`config.mk`:
```
export PLATFORM = sky130hd
export DESIGN_NAME = instr_fetch_unit
export DESIGN_NICKNAME = d
export VERILOG_FILES = /design/src/rtl/instr_fetch_unit_pkg.sv /design/src/rtl/instr_fetch_unit_fetch_fifo.sv /design/src/rtl/instr_fetch_unit.sv
export SDC_FILE = /design/constraint.sdc
export NUM_CORES = 1
export LEC_CHECK = 0
export CAP_MARGIN = 0
export CORE_ASPECT_RATIO = 1.5
export CORE_MARGIN = 5
export CORE_UTILIZATION = 53
export CTS_BUF_LIST = sky130_fd_sc_hd__clkbuf_8
export DETAILED_ROUTE_END_ITERATION = 16
export DONT_BUFFER_PORTS = 1
export GPL_TIMING_DRIVEN = 0
export PLACE_DENSITY = 0.71
export SLEW_MARGIN = 20
export SYNTH_ARGS = -nofsm -noshare
export SYNTH_HDL_FRONTEND = slang
export SYNTH_SLANG_ARGS = --single-unit
```
`constraint.sdc`:
```
create_clock -name clk -period 2.6 [get_ports clk]
set_input_delay 0.26 -clock clk [delete_from_list [all_inputs] [get_ports clk]]
set_output_delay 0.26 -clock clk [all_outputs]
set_load 0.02 [all_outputs]
```
`src/rtl/instr_fetch_unit_pkg.sv`:
```
// Shared constants, FSM encoding and entry sizing for the instruction fetch unit.
package instr_fetch_unit_pkg;

  localparam int          INSTR_WIDTH = 16;
  localparam logic [15:0] RESET_PC    = 16'h0000;
  localparam logic [3:0]  HALT_OPCODE = 4'hF;

  typedef enum logic [1:0] {
    FETCH  = 2'd0,
    DRAIN  = 2'd1,
    HALTED = 2'd2
  } fetch_state_e;

  // Each prefetch entry carries the instruction word above its byte address.
  function automatic int entryWidth(input int addrWidth);
    return INSTR_WIDTH + addrWidth;
  endfunction

endpackage

```
`src/rtl/instr_fetch_unit_fetch_fifo.sv`:
```
// Small prefetch FIFO: push/pop/flush, same-cycle push+pop legal when full,
// head forced to zero when empty.
module fetch_fifo #(
  parameter int DEPTH = 2,
  parameter int WIDTH = 32
) (
  input  logic                       clk,
  input  logic                       rst,
  input  logic                       push_i,
  input  logic                       pop_i,
  input  logic                       flush_i,
  input  logic [WIDTH-1:0]           data_i,
  output logic [WIDTH-1:0]           head_o,
  output logic [$clog2(DEPTH):0]     count_o
);

  localparam int PTR_WIDTH = $clog2(DEPTH);
  localparam int CNT_WIDTH = PTR_WIDTH + 1;

  logic [WIDTH-1:0]     mem_q [DEPTH];
  logic [PTR_WIDTH-1:0] wrPtr_q;
  logic [PTR_WIDTH-1:0] rdPtr_q;
  logic [CNT_WIDTH-1:0] count_q;

  // Flush wins over any push or pop presented in the same cycle.
  always_ff @(posedge clk or posedge rst) begin
    if (rst) begin
      for (int i = 0; i < DEPTH; i++) begin
        mem_q[i] <= '0;
      end
      wrPtr_q <= '0;
      rdPtr_q <= '0;
      count_q <= '0;
    end else if (flush_i) begin
      wrPtr_q <= '0;
      rdPtr_q <= '0;
      count_q <= '0;
    end else begin
      if (push_i) begin
        mem_q[wrPtr_q] <= data_i;
        wrPtr_q        <= wrPtr_q + PTR_WIDTH'(1);
      end
      if (pop_i) begin
        rdPtr_q <= rdPtr_q + PTR_WIDTH'(1);
      end
      case ({push_i, pop_i})
        2'b10:   count_q <= count_q + CNT_WIDTH'(1);
        2'b01:   count_q <= count_q - CNT_WIDTH'(1);
        default: count_q <= count_q;
      endcase
    end
  end

  assign head_o  = (count_q == '0) ? '0 : mem_q[rdPtr_q];
  assign count_o = count_q;

endmodule

```
`src/rtl/instr_fetch_unit.sv`:
```
// Instruction fetch unit: owns the PC, reads the combinational instruction
// memory into a prefetch FIFO and hands words to decode until HLT retires.
module instr_fetch_unit #(
  parameter int                    ADDR_WIDTH  = 16,
  parameter int                    DEPTH       = 2,
  parameter logic [ADDR_WIDTH-1:0] RESET_PC    = ADDR_WIDTH'(instr_fetch_unit_pkg::RESET_PC),
  parameter logic [3:0]            HALT_OPCODE = instr_fetch_unit_pkg::HALT_OPCODE
) (
  input  logic                  clk,
  input  logic                  rst,
  output logic [ADDR_WIDTH-1:0] imem_addr,
  output logic                  imem_en,
  output logic                  imem_wr,
  output logic [15:0]           imem_data_in,
  input  logic [15:0]           imem_data_out,
  output logic [15:0]           instr_out,
  output logic [ADDR_WIDTH-1:0] instr_pc,
  output logic                  instr_valid,
  input  logic                  instr_ready,
  input  logic                  redirect,
  input  logic [ADDR_WIDTH-1:0] redirect_pc,
  output logic                  halted
);

  import instr_fetch_unit_pkg::*;

  localparam int ENTRY_WIDTH = entryWidth(ADDR_WIDTH);
  localparam int CNT_WIDTH   = $clog2(DEPTH) + 1;
  localparam logic [CNT_WIDTH-1:0] FULL_COUNT = CNT_WIDTH'(DEPTH);

  fetch_state_e           state_q;
  logic                   halted_q;
  logic [ADDR_WIDTH-1:0]  pc_q;
  logic [ADDR_WIDTH-1:0]  pc_d;
  logic [CNT_WIDTH-1:0]   fifoCount;
  logic [ENTRY_WIDTH-1:0] headEntry;
  logic                   flush;
  logic                   pop;
  logic                   fetch;
  logic                   headIsHalt;
  logic                   captureIsHalt;

  // A halted unit ignores redirects, so only a live unit may flush.
  assign flush         = redirect & (state_q != HALTED);
  assign instr_valid   = (fifoCount != '0) & (state_q != HALTED);
  assign pop           = instr_valid & instr_ready;
  assign fetch         = ~rst & (state_q == FETCH) & ~redirect & ((fifoCount != FULL_COUNT) | pop);
  assign headIsHalt    = headEntry[ENTRY_WIDTH-1 -: 4] == HALT_OPCODE;
  assign captureIsHalt = imem_data_out[15:12] == HALT_OPCODE;

  assign imem_addr     = pc_q;
  assign imem_en       = fetch;
  assign imem_wr       = 1'b0;
  assign imem_data_in  = '0;
  assign instr_out     = headEntry[ENTRY_WIDTH-1 -: 16];
  assign instr_pc      = headEntry[ADDR_WIDTH-1:0];
  assign halted        = halted_q;

  fetch_fifo #(
    .DEPTH (DEPTH),
    .WIDTH (ENTRY_WIDTH)
  ) u_fifo (
    .clk     (clk),
    .rst     (rst),
    .push_i  (fetch),
    .pop_i   (pop & ~flush),
    .flush_i (flush),
    .data_i  ({imem_data_out, pc_q}),
    .head_o  (headEntry),
    .count_o (fifoCount)
  );

  always_comb begin
    pc_d = pc_q;
    if (flush) begin
      pc_d = {redirect_pc[ADDR_WIDTH-1:1], 1'b0};
    end else if (fetch) begin
      pc_d = pc_q + ADDR_WIDTH'(2);
    end
  end

  always_ff @(posedge clk or posedge rst) begin
    if (rst) begin
      pc_q <= RESET_PC;
    end else begin
      pc_q <= pc_d;
    end
  end

  // The HLT entry is the last one in the FIFO, so popping it retires the program.
  always_ff @(posedge clk or posedge rst) begin
    if (rst) begin
      state_q  <= FETCH;
      halted_q <= 1'b0;
    end else if (flush) begin
      state_q <= FETCH;
    end else begin
      case (state_q)
        FETCH: begin
          if (fetch && captureIsHalt) begin
            state_q <= DRAIN;
          end
        end
        DRAIN: begin
          if (pop && headIsHalt) begin
            state_q  <= HALTED;
            halted_q <= 1'b1;
          end
        end
        default: begin
          state_q <= state_q;
        end
      endcase
    end
  end

endmodule
```
==> qor.yml <==
worst_hold_path:
  whs_path_depth: 2
  min_path_type: "input port to register"
yosys:
  synth.avg_cell_area_um2: 11.5
  ys_ff_latch: 84
  yosysMostFrequentCell: "dfrtp_1"
  synth_ff_type: "dfrtp_1"
  synth_edf_count: 0
  syn_inst: 363
  synth.area.top_cells: "dfrtp_1 (50%), mux2_1 (16%), mux2i_1 (7.9%)"
  syn-cell-area_um2: 4170
  yosysTopAreaCellShare: 0.504
  async_flop_share: 1.00
  synth_common_cells: "dfrtp_1 (84), mux2_1 (59), nor2_1 (48)"
  ys_types: 43
  ys_warn_count: 0
  yosysTopAreaCell: "dfrtp_1"
  synth_seq_area_share: 0.504
setup_path:
  critPathLaunch: "u_fifo.rdPtr_q$_DFFE_PP0P_"
  r2r_start: "state_q[1]$_DFFE_PP0P_"
  crit_fanout: 10
  critical_path_class: "register to output pin"
  start_kind: "register"
  cp-endpoint: "instr_pc[8]"
  cp-end-kind: "output pin"
  crit_arrival_ns: 2.13
  r2r_end: "u_fifo.mem_q[33]$_DFFE_PP0P_"
  reg2regPathDepth: 6
  regToRegSetupSlack_ns: 0.30
  required_ns: 2.34
power_and_ir_drop:
  power_mw: 4.09
  power_leakage_nw: 2.00
  ir_worst_vdd_mv: 0.556
  p_per_area_nw_per_um2: 874
routing:
  drtAntennaViolNets: 0
  vias: 2684
  dr.pass1.iters: 4
  drt_first_iter_violations: 102
  routed_wl_um: 8860
  vias_per_cell: 5.36
  drc: 0
  wire_per_inst_um: 17.7
placement:
  hpwl_um: 6440
  dp_cells: 484
  portBuffers: 0
  gp_congestion: 0.807
  place_ws_ns: 0.308
  dpl_cell_area_um2: 4400
sta:
  drv_slew: 0
  whs_ns: 0.0240
  fin_setup_tns_ns: 0
  worst_slack_ns: 0.213
  hold_viol: 0
  fmax_ghz: 0.419
  fin_skew_ns: 0.00874
  slew_headroom: 0.479
  finalCriticalPeriod_ns: 2.39
  setup_viol: 0
  tightestPinTransition_ns: 0.776
  rsz0062_at_grt: "false"
  period_share: 0.918
clock_tree:
  cts_sinks: 84
  numCtsBuffers: 9
  clockBufferDepth: 2
  cts-htree-levels: 3
  root_buffer: "clkbuf_8"
  cts_setup_buffers: 0
  clk_pin_slew_ns: 0.08
  cts_tree: "yes"
  clk_latency_ns: 0.35
finish:
  final_util: 0.611
  final_cell_area_um2: 4680
  num-fill-cells: 659
  drive_gt1_frac: 0.148
  area_growth_pct: 12.1
  final-seq-area_um2: 2100
  instances_no_fill: 501
  multiInputGateArea_um2: 1880
  fin_nets: 431
  n_antenna_cell: 0
job:
  cap_violations: 0
grt:
  grt_pass1_wl_um: 14400
  grt_max_degree: 56
  grt_antenna_before_repair: 0
  grt_overflow_total: 0
  grt_pass1_vias: 2812
  grtUsageTotal: 0.195
die:
  fp.dieArea_um2: 9780
  io_pins: 104
  core_um2: 7660
  die_h_um: 119
  die_x_um: 82.5
  start_util: 0.545
  num_rows: 39
outcome:
  outcome: "finished, final reports clean"
## worst max-delay path, cell delays in order, from the launching register on
cell	delay, ns
dfrtp_1	0.32
clkbuf_1	0.29
clkbuf_1	0.63
mux2i_1	0.17
nor2_1	0.36
## registers in the layout, indices dropped and copies added, names as in the netlist
register and flops:
u_fifo.rdPtr_q 1, u_fifo.mem_q 62, u_fifo.count_o 2, state_q 2, halted 1, u_fifo.wrPtr_q 1
imem_addr 15
## worst min path at each step
| stage | from | to |
|---|---|---|
| 5_1_grt | imem_data_out[11] | u_fifo.mem_q[27]$_DFFE_PP0P_ |
| 6_report | redirect_pc[6] | imem_addr[6]$_DFFE_PP0P_ |
| 2_1_floorplan | redirect_pc[4] | imem_addr[4]$_DFFE_PP0P_ |
| 4_1_cts | redirect_pc[13] | imem_addr[13]$_DFFE_PP0P_ |
| 3_5_place_dp | rst | state_q[1]$_DFFE_PP0P_ |
| 3_3_place_gp | redirect_pc[4] | imem_addr[4]$_DFFE_PP0P_ |
## power by group
group	total (mW)	internal [mW]	switching [mW]	leakage, nW
clock	1.20	0.744	0.452	0.136
sequential	1.92	1.67	0.253	1.02
combinational	0.974	0.383	0.591	0.847
total	4.09	2.79	1.30	2.00
## routing by layer
metal,vias up,part of all wire,wire [um],track usage
met5,-,0,0,0
met4,0,0.023,204,0.0790
met3,14,0.066,581,0.0639
met2,73,0.51,4520,0.314
met1,1310,0.40,3560,0.235
li1,1287,-,-,-
## timing repair
item	4_1_cts	5_1_grt
hold buffers	1	0
endpoints found under the hold margin	29	0
resized for setup	0	2
endpoints found under the setup margin	0	3
## cell usage in the layout (no fill, tap or decap), types with 6 or more instances in the layout
cell / count
o21ai_0: 7
clkbuf_1: 7
nand3_1: 9
nand2_1: 23
dfrtp_1: 84
mux2_1: 59
o21ai_1: 6
conb_1: 19
mux2i_1: 33
buf_4: 22
clkbuf_8: 13
nor2_1: 48
## cells by family (layout without fill, tap and decap cells)
| family | Yosys count | count (layout) | synth area share |
|---|---|---|---|
| xor gates and xnor gates | 7 | 7 | 0.0147 |
| DFF | 84 | 84 | 0.504 |
| AOI/OAI and AO/OA | 31 | 31 | 0.0453 |
| adders and majority gates | 1 | 1 | 0.00300 |
| other | 1 | 19 | 0.000899 |
| muxes | 95 | 95 | 0.246 |
| and+or+nand+nor | 103 | 103 | 0.123 |
| buffers and inverters | 41 | 59 | 0.0630 |
## layout make-up
cell class                      instances  area share
Tap cell                              102      0.0273
Inverter                                6     0.00562
Clock inverter                          3      0.0193
Sequential cell                        84       0.449
Multi-Input combinational cell        256       0.401
Clock buffer                           13      0.0382
Buffer                                 35      0.0514
Timing Repair Buffer                    2     0.00802
Power figures use the tool's default switching activity.
